$ cat src/rtl/trdb_qual_sync.sv
// rtl/trdb_qual_sync.sv - trace qualification span tracker emitting START/STOP/RESYNC requests
// Optional feature: define TRDB_RESYNC_EN to build the periodic RESYNC counter.

package trdb_pkg;
    parameter int XLEN = 32;

    typedef enum logic [1:0] {
        REQ_START  = 2'd0,
        REQ_STOP   = 2'd1,
        REQ_RESYNC = 2'd2
    } req_kind_e;
endpackage

module trdb_req_fifo #(
    parameter int DEPTH = 2,
    parameter int W     = 34
) (
    input  logic         clk_i,
    input  logic         rst_ni,
    input  logic         push_i,
    input  logic [W-1:0] data_i,
    input  logic         pop_i,
    output logic [W-1:0] data_o,
    output logic         valid_o,
    output logic         full_o
);
    localparam int PTR_W = $clog2(DEPTH);

    logic [PTR_W:0] wptr_q, wptr_d;
    logic [PTR_W:0] rptr_q, rptr_d;
    logic [W-1:0]   mem_q [DEPTH];
    logic           empty;
    logic           push_ok;
    logic           pop_ok;

    assign empty   = (wptr_q == rptr_q);
    assign full_o  = (wptr_q[PTR_W] != rptr_q[PTR_W]) &&
                     (wptr_q[PTR_W-1:0] == rptr_q[PTR_W-1:0]);
    assign valid_o = !empty;
    // A full FIFO still takes a push when the head leaves in the same cycle.
    assign pop_ok  = pop_i && !empty;
    assign push_ok = push_i && (!full_o || pop_ok);
    assign data_o  = empty ? '0 : mem_q[rptr_q[PTR_W-1:0]];

    always_comb begin
        wptr_d = wptr_q;
        rptr_d = rptr_q;
        if (push_ok) wptr_d = wptr_q + 1'b1;
        if (pop_ok)  rptr_d = rptr_q + 1'b1;
    end

    always_ff @(posedge clk_i or negedge rst_ni) begin
        if (!rst_ni) begin
            wptr_q <= '0;
            rptr_q <= '0;
            for (int i = 0; i < DEPTH; i++) mem_q[i] <= '0;
        end else begin
            wptr_q <= wptr_d;
            rptr_q <= rptr_d;
            if (push_ok) mem_q[wptr_q[PTR_W-1:0]] <= data_i;
        end
    end
endmodule

module trdb_qual_sync
    import trdb_pkg::*;
#(
    parameter int FIFO_DEPTH = 2
) (
    input  logic            clk_i,
    input  logic            rst_ni,
    input  logic            ivalid_i,
    input  logic [XLEN-1:0] iaddr_i,
    input  logic            trace_qualified_i,
    input  logic            flush_i,
    input  logic [15:0]     resync_max_i,
    output logic            req_valid_o,
    input  logic            req_ready_i,
    output logic [1:0]      req_kind_o,
    output logic [XLEN-1:0] req_addr_o,
    output logic            active_o,
    output logic            lost_o
);
    typedef enum logic {
        ST_IDLE    = 1'b0,
        ST_TRACING = 1'b1
    } state_e;

    state_e          state_q, state_d;
    logic [XLEN-1:0] last_addr_q, last_addr_d;
    logic            lost_q, lost_d;

    logic            push;
    req_kind_e       push_kind;
    logic [XLEN-1:0] push_addr;
    logic            fifo_full;
    logic            fifo_valid;
    logic            pop;
    logic [XLEN+1:0] head;

`ifdef TRDB_RESYNC_EN
    logic [15:0] cnt_q, cnt_d;
    logic        resync_hit;

    // 17-bit compare so counter+1 never wraps before reaching the period.
    assign resync_hit = (resync_max_i != 16'd0) &&
                        (({1'b0, cnt_q} + 17'd1) >= {1'b0, resync_max_i});
`else
    logic unused_resync_max;
    assign unused_resync_max = ^resync_max_i;
`endif

    assign pop = fifo_valid && req_ready_i;

    always_comb begin
        state_d     = state_q;
        last_addr_d = last_addr_q;
        push        = 1'b0;
        push_kind   = REQ_START;
        push_addr   = '0;
`ifdef TRDB_RESYNC_EN
        cnt_d       = cnt_q;
`endif
        case (state_q)
            ST_IDLE: begin
                if (ivalid_i && trace_qualified_i) begin
                    push        = 1'b1;
                    push_kind   = REQ_START;
                    push_addr   = iaddr_i;
                    last_addr_d = iaddr_i;
                    state_d     = ST_TRACING;
`ifdef TRDB_RESYNC_EN
                    cnt_d       = '0;
`endif
                end
            end
            ST_TRACING: begin
                if (flush_i || (ivalid_i && !trace_qualified_i)) begin
                    push      = 1'b1;
                    push_kind = REQ_STOP;
                    push_addr = last_addr_q;
                    state_d   = ST_IDLE;
                end else if (ivalid_i) begin
                    last_addr_d = iaddr_i;
`ifdef TRDB_RESYNC_EN
                    if (resync_hit) begin
                        push      = 1'b1;
                        push_kind = REQ_RESYNC;
                        push_addr = iaddr_i;
                        cnt_d     = '0;
                    end else begin
                        cnt_d = cnt_q + 16'd1;
                    end
`endif
                end
            end
            default: state_d = ST_IDLE;
        endcase
    end

    // The drop is judged against the FIFO state seen by this cycle's push.
    assign lost_d = push && fifo_full && !pop;

    always_ff @(posedge clk_i or negedge rst_ni) begin
        if (!rst_ni) begin
            state_q     <= ST_IDLE;
            last_addr_q <= '0;
            lost_q      <= 1'b0;
`ifdef TRDB_RESYNC_EN
            cnt_q       <= '0;
`endif
        end else begin
            state_q     <= state_d;
            last_addr_q <= last_addr_d;
            lost_q      <= lost_d;
`ifdef TRDB_RESYNC_EN
            cnt_q       <= cnt_d;
`endif
        end
    end

    trdb_req_fifo #(
        .DEPTH (FIFO_DEPTH),
        .W     (XLEN + 2)
    ) u_fifo (
        .clk_i   (clk_i),
        .rst_ni  (rst_ni),
        .push_i  (push),
        .data_i  ({push_kind, push_addr}),
        .pop_i   (pop),
        .data_o  (head),
        .valid_o (fifo_valid),
        .full_o  (fifo_full)
    );

    assign req_valid_o = fifo_valid;
    assign req_kind_o  = head[XLEN+1:XLEN];
    assign req_addr_o  = head[XLEN-1:0];
    assign active_o    = (state_q == ST_TRACING);
    assign lost_o      = lost_q;
endmodule

$ cat config.mk
export PLATFORM = sky130hd
export DESIGN_NAME = trdb_qual_sync
export DESIGN_NICKNAME = d
export VERILOG_FILES = /design/src/rtl/trdb_qual_sync.sv
export SDC_FILE = /design/constraint.sdc
export NUM_CORES = 1
export LEC_CHECK = 0
export CORE_MARGIN = 4
export CORE_UTILIZATION = 56
export DETAILED_ROUTE_END_ITERATION = 8
export PLACE_DENSITY = 0.8
export SLEW_MARGIN = 5
export SYNTH_ARGS = -nofsm -noshare
export SYNTH_HDL_FRONTEND = slang
export SYNTH_HIERARCHICAL = 1
export SYNTH_SLANG_ARGS = --single-unit
$ cat constraint.sdc
create_clock -name clk_i -period 4 [get_ports clk_i]
set_input_delay 0.8 -clock clk_i [delete_from_list [all_inputs] [get_ports clk_i]]
set_output_delay 0.8 -clock clk_i [all_outputs]
set_load 0.05 [all_outputs]
Word level (Yosys, flattened, before mapping) --
Index checks and enable logic that the tools add are counted.
Word-level totals: flip-flop bits (word level) 106, output and inout bits 37, logic and storage cells 58
Cells by class: bitwise gates (word level) 3, reduce and logical (&&, ||, !) cells 16, order comparisons 3, $add $sub $neg 2, muxes and demuxes 21, equality and inequality tests 6
Operator list (number):
- $mux 34 | 5
- $mux 32 | 5
- $pmux 32 s2 | 2
- $bwmux 68 | 1
- $demux 34 s1 | 1
- $logic_and 1x1->1 | 9
- $ne 2x2->1 const B | 3
- $add 2x1->2 const B | 2
- $ge 2x2->1 const B | 2
- $logic_not 1->1 | 4
- $mux 1 | 4
- $not 1->2 | 2
- $pmux 1 s2 | 2
- $pmux 2 s2 | 1
- $reduce_and 3->1 | 1
- $eq 2x2->1 | 1
- $logic_or 1x1->1 | 2
- $lt 2x1->1 const B | 1
- $eq 1x1->1 | 1
- $ne 1x1->1 | 1
- $not 1->1 | 1

Depth between registers and ports, before layout --
Gate-level depths: netlist of run 1.
word-level depth 7, mapped depth 11, mapped depth without buffers 8

Modules after synthesis --
Netlist of run 1, hierarchy kept.
Modules (own cells, without submodules):
- trdb_req_fifo | area an instance 3261.9 um^2, instances 1, sequential area each 1801.7 um^2, cells each 247
- trdb_qual_sync | area an instance 1804.2 um^2, instances 1, sequential area each 850.8 um^2, cells each 120

Worst setup path after synthesis of run 1 --
OpenSTA, ideal clock, no wires.
path type reg-to-reg, from reg u_fifo.rptr_q[0], to reg u_fifo/mem_q[10] (netlist bit), arrival time 2.651 ns, clock period less this slack 2.779 ns, data required time 3.872 ns, setup slack 1.221 ns, library setup time 0.128 ns, stages on the path, launching flop included 12, buffers on the path 3, cells stage by stage dfrtp_1 buf_2 xor2_1 nor2_1 clkbuf_1 inv_1 nand2_1 inv_1 nand2_1 a31oi_2 buf_4 mux2_1
Between the ends: word-level cells in the longest chain between the ends 6
Ends and longest elaborated chain:
- start, declared | RTL line 30 | logic [PTR_W:0] rptr_q, rptr_d;
- start signal, assigned | RTL line 59 | rptr_q <= rptr_d;
- $eq 2x2->1 | RTL line 36 | assign empty = (wptr_q == rptr_q);
- $logic_not 1->1 | RTL line 39 | assign valid_o = !empty;
- net req_valid_o | RTL line 77 | output logic req_valid_o,
- $logic_and 1x1->1 | RTL line 113 | assign pop = fifo_valid && req_ready_i;
- net pop | RTL line 98 | logic pop;
- $logic_and 1x1->1 | RTL line 41 | assign pop_ok = pop_i && !empty;
- $logic_or 1x1->1 | RTL line 42 | assign push_ok = push_i && (!full_o || pop_ok);
- $logic_and 1x1->1 | RTL line 42
- end signal, assigned by index | RTL line 60 | if (push_ok) mem_q[wptr_q[PTR_W-1:0]] <= data_i;
- end, declared | RTL line 31 | logic [W-1:0] mem_q [DEPTH];
The timed path passes the listed nets, and every way through them passes these cells. A chain may end at the register's enable or synchronous reset.

Final worst setup path of run 1 --
from reg u_fifo.rptr_q[1], to out req_addr_o[8]
Between the ends: word-level cells in the longest chain between the ends 2
Ends and longest elaborated chain:
- $eq 2x2->1 | RTL line 36
- $mux 34 | RTL line 43 | assign data_o = empty ? '0 : mem_q[rptr_q[PTR_W-1:0]];
- end, declared | RTL line 80 | output logic [XLEN-1:0] req_addr_o,
Every way passes these cells.

==> flow_summary_export.csv, run 1 <==
group,metric,value,unit
status,status,"finished, final reports clean",
clock_tree,clkSinkCount,106,
route,num_vias,3171,
synth,netlist.area_leader.share,52.36,%
placement,place_inst,536,
clock_tree,cts_resized,0,
global_route,antenna_found_initial,0,
timing,min_period_over_period,90.00,%
timing,slew_headroom,24.22,%
worst_setup_path,setup.worst_path.start,"u_fifo/rptr_q[1]$_DFFE_PN0P_",
clock_tree,cts_tree,"yes",
worst_setup_path,critPathMaxFanout,35,
synth,synth_seq_area_share,52.36,%
die,rows,34,
synth,yosys.area.top_type,"dfrtp_1",
synth,synth_edf_count,0,
clock_tree,htreeDepth,3,
finish,stdcell_count,552,
synth,ys_seq_elements,106,
clock_tree,clockRootBuffer,"clkbuf_8",
timing,tightest_slew,1.137,ns
finish,antennaDiodeCount,0,
placement,place_congestion,0.7390,
synth,synth_area,5066,um2
finish,drive_gt1_share,23.87,%
route,wire_per_inst,18.86,um
global_route,grt_first_pass_wirelength,17280,um
worst_setup_path,reg2reg_slack,1.01,ns
pwr,powerDensity,822.0,nW/um2
pwr,ir_drop,0.0004631,V
die,start_util,57.81,%
die,fp.dieW,103.1,um
finish,fin_nets,493,
clock_tree,postCtsSetupRepairBufs,0,
finish,multi_input_area,2241,um2
worst_setup_path,r2r-end,"u_fifo/mem_q[10]$_DFFE_PN0P_",
clock_tree,cts_made_buffers,9,
route,drt_pass1_iterations,4,
global_route,grt_start_max_net_pins,92,
clock_tree,clock_latency,0.37,ns
global_route,grt_usage,20.94,%
synth,synth.avg_cell_area,13.80,um2
placement,port-buffer-count,74,
worst_setup_path,crit_arrival,2.80,ns
min_path,min_path_type,"reg -> reg",
pwr,leakage,2.907,nW
worst_setup_path,cp.required,3.20,ns
placement,placed_area,5851,um2
synth,synth.area.top_cells,"dfrtp_1 52%, mux2_2 8.9%, mux2_4 8.9%, mux2_1 6.9%, mux2i_1 6.7%",
die,die_area,10630,um2
global_route,grt_pass1_vias,3445,
run,drv_cap,0,
worst_setup_path,critPathLaunchType,"register",
route,drt-total-wl,10410,um
route,vias_per_cell,5.745,
worst_setup_path,cp-end-kind,"output pin",
timing,rsz0062_at_grt,"no",
finish,fin_area,6083,um2
timing,hold_violations,0,
synth,synthFlopType,"dfrtp_1",
worst_setup_path,crit_type,"reg -> out",
worst_setup_path,rr_startpoint,"u_fifo/rptr_q[1]$_DFFE_PN0P_",
clock_tree,clk_pin_slew,0.12,ns
synth,synthDistinctLibCells,32,
die,io_pins,91,
worst_setup_path,crit_path_end,"req_addr_o[8]",
synth,ys_top_cells_by_count,"106 x dfrtp_1, 40 x mux2_2, 39 x nor2_1",
synth,async_flop_share,100.0,%
synth,ys_warn_count,6,
placement,dp_hpwl,6450,um
timing,layout_min_cycle_time,3.600,ns
timing,setup_viol,0,
clock_tree,postCtsHoldBufs,0,
timing,worst_clock_skew,0.01694,ns
die,die_y,103.1,um
worst_setup_path,rr_worst_depth,9,
timing,fmax,277.8,MHz
finish,fill_cells,633,
clock_tree,cts_buffer_depth,2,
finish,area_delta_synth_final,20.08,%
timing,final-max-slew-violation-count,0,
synth,yosysMostFrequentCell,"dfrtp_1",
route,drc_errors,0,
global_route,grt_overflow_total,0,
timing,hold_ws,0.4943,ns
synth,synthCells,367,
route,first_iter_violations,149,
timing,tns,0,ns
die,core,8763,um2
route,ant_nets,0,
finish,regArea,2654,um2
min_path,whs_path_depth,1,
==> critical path: stages (launching register included) <==
cell             delay, ns
dfrtp_1               0.48
xor2_2                0.26
nor2_4                0.75
nor2_1                0.18
clkdlybuf4s50_1       0.75
==> area by class of cell <==
cell class / instances / area share (%)
inverters: 2 / 0.1234
repair buffers: 84 / 13.37
well taps: 108 / 2.221
clock buffers: 9 / 2.036
multi-input cells: 236 / 36.84
flip-flops and latches: 106 / 43.62
clock inverters: 7 / 1.789
==> kinds of logic (layout without fill, tap and decap cells) <==
kind of cell / count (synthesis) / in the layout / synth area share (%)
multiplexers: 135 / 135 / 31.39
flip-flops: 106 / 106 / 52.36
AND/OR/NAND/NOR: 51 / 51 / 4.075
AO/OA/AOI/OAI: 45 / 45 / 7.483
buffers and inverters: 26 / 102 / 3.952
XOR/XNOR: 3 / 3 / 0.6670
other: 1 / 2 / 0.07402
==> power by group <==
group / switching [W] / internal [W] / leakage, nW
Clock: 0.000387 / 0.000366 / 0.118
Sequential: 0.000204 / 0.00144 / 1.34
Combinational: 0.00159 / 0.00102 / 1.45
Total: 0.00218 / 0.00282 / 2.91
==> how the worst min path moves through the flow <==
stage	startpoint	to	slack, ns
final	u_fifo/mem_q[32]$_DFFE_PN0P_	u_fifo/mem_q[32]$_DFFE_PN0P_	0.49
after global routing	u_fifo/mem_q[13]$_DFFE_PN0P_	u_fifo/mem_q[13]$_DFFE_PN0P_	0.51
after CTS	u_fifo/mem_q[28]$_DFFE_PN0P_	u_fifo/mem_q[28]$_DFFE_PN0P_	0.50
after detailed placement	u_fifo/mem_q[6]$_DFFE_PN0P_	u_fifo/mem_q[6]$_DFFE_PN0P_	0.47
after global placement	u_fifo/mem_q[12]$_DFFE_PN0P_	u_fifo/mem_q[12]$_DFFE_PN0P_	0.47
after floorplan	u_fifo/mem_q[35]$_DFFE_PN0P_	u_fifo/mem_q[35]$_DFFE_PN0P_	0.46
==> per-stage QoR <==
stage	util, %	total power (W)	setup slack, ns
3_3_place_gp	66.76	0.004222	0.8228
4_1_cts	69.42	0.005041	0.3741
6_report	69.42	0.005000	0.4001
2_1_floorplan	-	0.003480	1.221
3_5_place_dp	66.76	0.004275	0.8169
5_1_grt	69.42	0.005274	0.2360
==> per-layer routing <==
layer	up-vias	wire length, um	GRT usage, %
met3	11	433	4.330
met4	0	75	5.777
met5	-	0	0
li1	1456	-	-
met1	1634	4608	27.38
met2	70	5292	35.52
==> registers in the layout, indices dropped and copies added (netlist names) <==
| name | flops |
|---|---|
| active_o | 1 |
| last_addr_q | 32 |
| lost_o | 1 |
| u_fifo/mem_q | 68 |
| u_fifo/rptr_q | 2 |
| u_fifo/wptr_q | 2 |
==> placed cells by master, fill, tap and decap left out, types with 4 or more instances in the layout <==
cell | netlist | routed
dfrtp_1 | 106 | 105
o21ai_0 | 4 | 4
mux2_2 | 40 | 40
mux2_4 | 30 | 30
clkbuf_8 | 0 | 9
a22o_1 | 32 | 32
mux2_1 | 31 | 31
clkdlybuf4s50_1 | 0 | 73
mux2i_1 | 34 | 34
buf_4 | 3 | 11
nand2_1 | 6 | 6
nor2_1 | 39 | 38
Note: power is estimated with default switching activity, not from simulation.
==> inputs of run 2 (changes only) <==
Settings changed: ABC_AREA set to 1, CORE_MARGIN 4 to unset.
==> flow_summary_export.csv, run 2 <==
group,metric,value,unit
synth,ys_warn_count,6,
finish,largest_reg_flops,68,
pwr,p_int,0.002802,W
finish,final_cell_mix,"322 x nand2_1, 106 x dfrtp_1, 69 x nand4_1",
synth,synth.area.top_cells,"dfrtp_1 50%, nand2_1 23%, nand4_1 8.1%, a21oi_1 3.3%, nand3_1 3.2%",
timing,min_period_over_period,78.81,%
clock_tree,cts_made_buffers,9,
finish,area_delta_synth_final,23.06,%
min_path,min_path_type,"reg -> reg",
synth,ys_top_cells_by_count,"323 x nand2_1, 106 x dfrtp_1, 69 x nand4_1",
synth,yosys.area.top_type,"dfrtp_1",
timing,setup_viol,0,
synth,synth_seq_area_share,49.52,%
synth,synthCells,707,
pwr,p_clk_share,12.4,%
synth,netlist.area_leader.share,49.52,%
pwr,powerDensity,791.8,nW/um2
clock_tree,clkSinkCount,106,
worst_setup_path,crit_type,"reg -> out",
clock_tree,postCtsSetupRepairBufs,0,
finish,fill_cells,704,
worst_setup_path,cp.required,3.20,ns
die,core,9240,um2
route,first_iter_violations,408,
synth,yosysMostFrequentCell,"nand2_1",
die,start_util,57.97,%
route,drc_errors,0,
synth,synth.avg_cell_area,7.576,um2
worst_setup_path,rr_startpoint,"u_fifo/rptr_q[0]$_DFFE_PN0P_",
run,drv_cap,0,
placement,dp_hpwl,8146,um
clock_tree,cts_resized,0,
pwr,leakage,3.316,nW
finish,regMostFlops,"u_fifo/mem_q",
finish,fin_area,6591,um2
clock_tree,cts_tree,"yes",
global_route,grt_usage,28.14,%
die,rows,35,
global_route,grt_pass1_vias,4492,
finish,reg_top3,"u_fifo/mem_q: 68 flops, last_addr_q: 32 flops",
synth,synthDistinctLibCells,21,
pwr,p_comb_share,54.5,%
pwr,ir_drop,0.0004416,V
placement,placed_area,6396,um2
clock_tree,cts_buffer_depth,2,
synth,synth_area,5356,um2
min_path,hp-start,"u_fifo/mem_q[31]$_DFFE_PN0P_",
global_route,antenna_found_initial,0,
timing,slew_headroom,25.95,%
route,vias_per_cell,5.592,
finish,fin_nets,804,
timing,tightest_slew,1.111,ns
worst_setup_path,critPathLaunchType,"register",
route,ant_nets,0,
timing,rsz0062_at_grt,"no",
clock_tree,clk_pin_slew,0.09,ns
clock_tree,htreeDepth,3,
route,num_vias,4943,
timing,tns,0,ns
worst_setup_path,critPathMaxFanout,34,
synth,synthFlopType,"dfrtp_1",
clock_tree,clockRootBuffer,"clkbuf_8",
status,status,"finished, final reports clean",
synth,async_flop_share,100.0,%
finish,antennaDiodeCount,0,
route,drt_pass1_iterations,5,
timing,final-max-slew-violation-count,0,
finish,drive_gt1_share,9.934,%
timing,layout_min_cycle_time,3.153,ns
timing,fmax,317.2,MHz
clock_tree,clock_latency,0.36,ns
timing,hold_violations,0,
timing,worst_clock_skew,0.01103,ns
die,io_pins,91,
pwr,power.switching,0.002418,W
finish,final_common_cell,"nand2_1",
global_route,grt_first_pass_wirelength,22090,um
worst_setup_path,crit_arrival,2.35,ns
placement,port-buffer-count,74,
die,fp.dieW,99.80,um
pwr,p_sw_share,46.32,%
worst_setup_path,cp-end-kind,"output pin",
route,wire_per_inst,14.99,um
pwr,pwr-share-seq,33.1,%
synth,ys_seq_elements,106,
global_route,grt_start_max_net_pins,88,
route,drt-total-wl,13250,um
synth,synth_edf_count,0,
die,die_y,99.80,um
worst_setup_path,setup.worst_path.start,"u_fifo/rptr_q[0]$_DFFE_PN0P_",
placement,place_congestion,0.8283,
clock_tree,postCtsHoldBufs,0,
global_route,grt_overflow_total,0,
die,die_area,9960,um2
-- run 2: critical path: stages (launching register included) --
cell and delay [ns]:
dfrtp_1 0.60, nand2_1 0.13, nand2_1 0.14, nand2_1 0.15
inv_2 0.54, a21oi_1 0.22, buf_12 0.21
-- run 2: final timing paths --
path | end | slack, ns | cells after the start
setup / recovery | req_addr_o[4] | 0.85 | 6
hold / removal | u_fifo/mem_q[31]$_DFFE_PN0P_ | 0.48 | 2
setup reg to reg | u_fifo/mem_q[54]$_DFFE_PN0P_ | 1.56 | 11
hold reg to reg | u_fifo/mem_q[31]$_DFFE_PN0P_ | 0.48 | 2
max in group asynchronous | u_fifo/mem_q[10]$_DFFE_PN0P_ | 2.49 | 2
min in group asynchronous | u_fifo/mem_q[27]$_DFFE_PN0P_ | 0.63 | 1
-- run 2: power groups by stage --
stage	registers (W)	clock network, W	logic [W]
floorplan	0.00168	0	0.00177
global placement	0.00171	0	0.00278
detailed placement	0.00174	0	0.00284
CTS	0.00172	0.000658	0.00284
global route	0.00177	0.000703	0.00303
finish	0.00173	0.000647	0.00285
-- run 2: cells by family (layout without fill, tap and decap cells) --
family | Yosys count | in the layout | synth area share, %
AND/OR/NAND/NOR | 432 | 432 | 35.23
AO/OA/AOI/OAI | 69 | 69 | 6.587
flip-flops | 106 | 106 | 49.52
buffers and inverters | 98 | 145 | 8.433
other | 1 | 2 | 0.07001
XOR/XNOR | 1 | 1 | 0.1635
-- run 2: area by class of cell --
class | instances | area, um2 | area share, %
Sequential cell | 106 | 2653 | 40.24
Clock buffer | 10 | 127.6 | 1.936
Inverter | 44 | 165.2 | 2.506
Clock inverter | 6 | 67.56 | 1.025
Multi-Input combinational cell | 504 | 2258 | 34.26
Tap cell | 129 | 161.4 | 2.449
Timing Repair Buffer | 85 | 1159 | 17.58
-- run 2: metrics by stage --
| stage | total power [W] | utilization (%) | hold slack (ns) | setup WS, ns | cells |
|---|---|---|---|---|---|
| 2_1_floorplan | 0.003453 | - | 0.4422 | 0.9761 | 708 |
| 3_3_place_gp | 0.004495 | 69.22 | 0.4529 | 1.095 | 868 |
| 3_5_place_dp | 0.004571 | 69.22 | 0.4584 | 1.033 | 868 |
| 4_1_cts | 0.005222 | 71.33 | 0.4804 | 0.8657 | 884 |
| 5_1_grt | 0.005509 | 71.33 | 0.4996 | 0.7167 | 884 |
| 6_report | 0.005219 | 71.33 | 0.4780 | 0.8475 | 884 |
-- run 2: layer usage --
| layer | wire length (um) | global-route usage, % | up-vias |
|---|---|---|---|
| li1 | - | - | 2381 |
| met1 | 5818 | 41.52 | 2343 |
| met2 | 6363 | 44.08 | 200 |
| met3 | 871 | 3.621 | 19 |
| met4 | 201 | 7.919 | 0 |
| met5 | 0 | 0 | - |
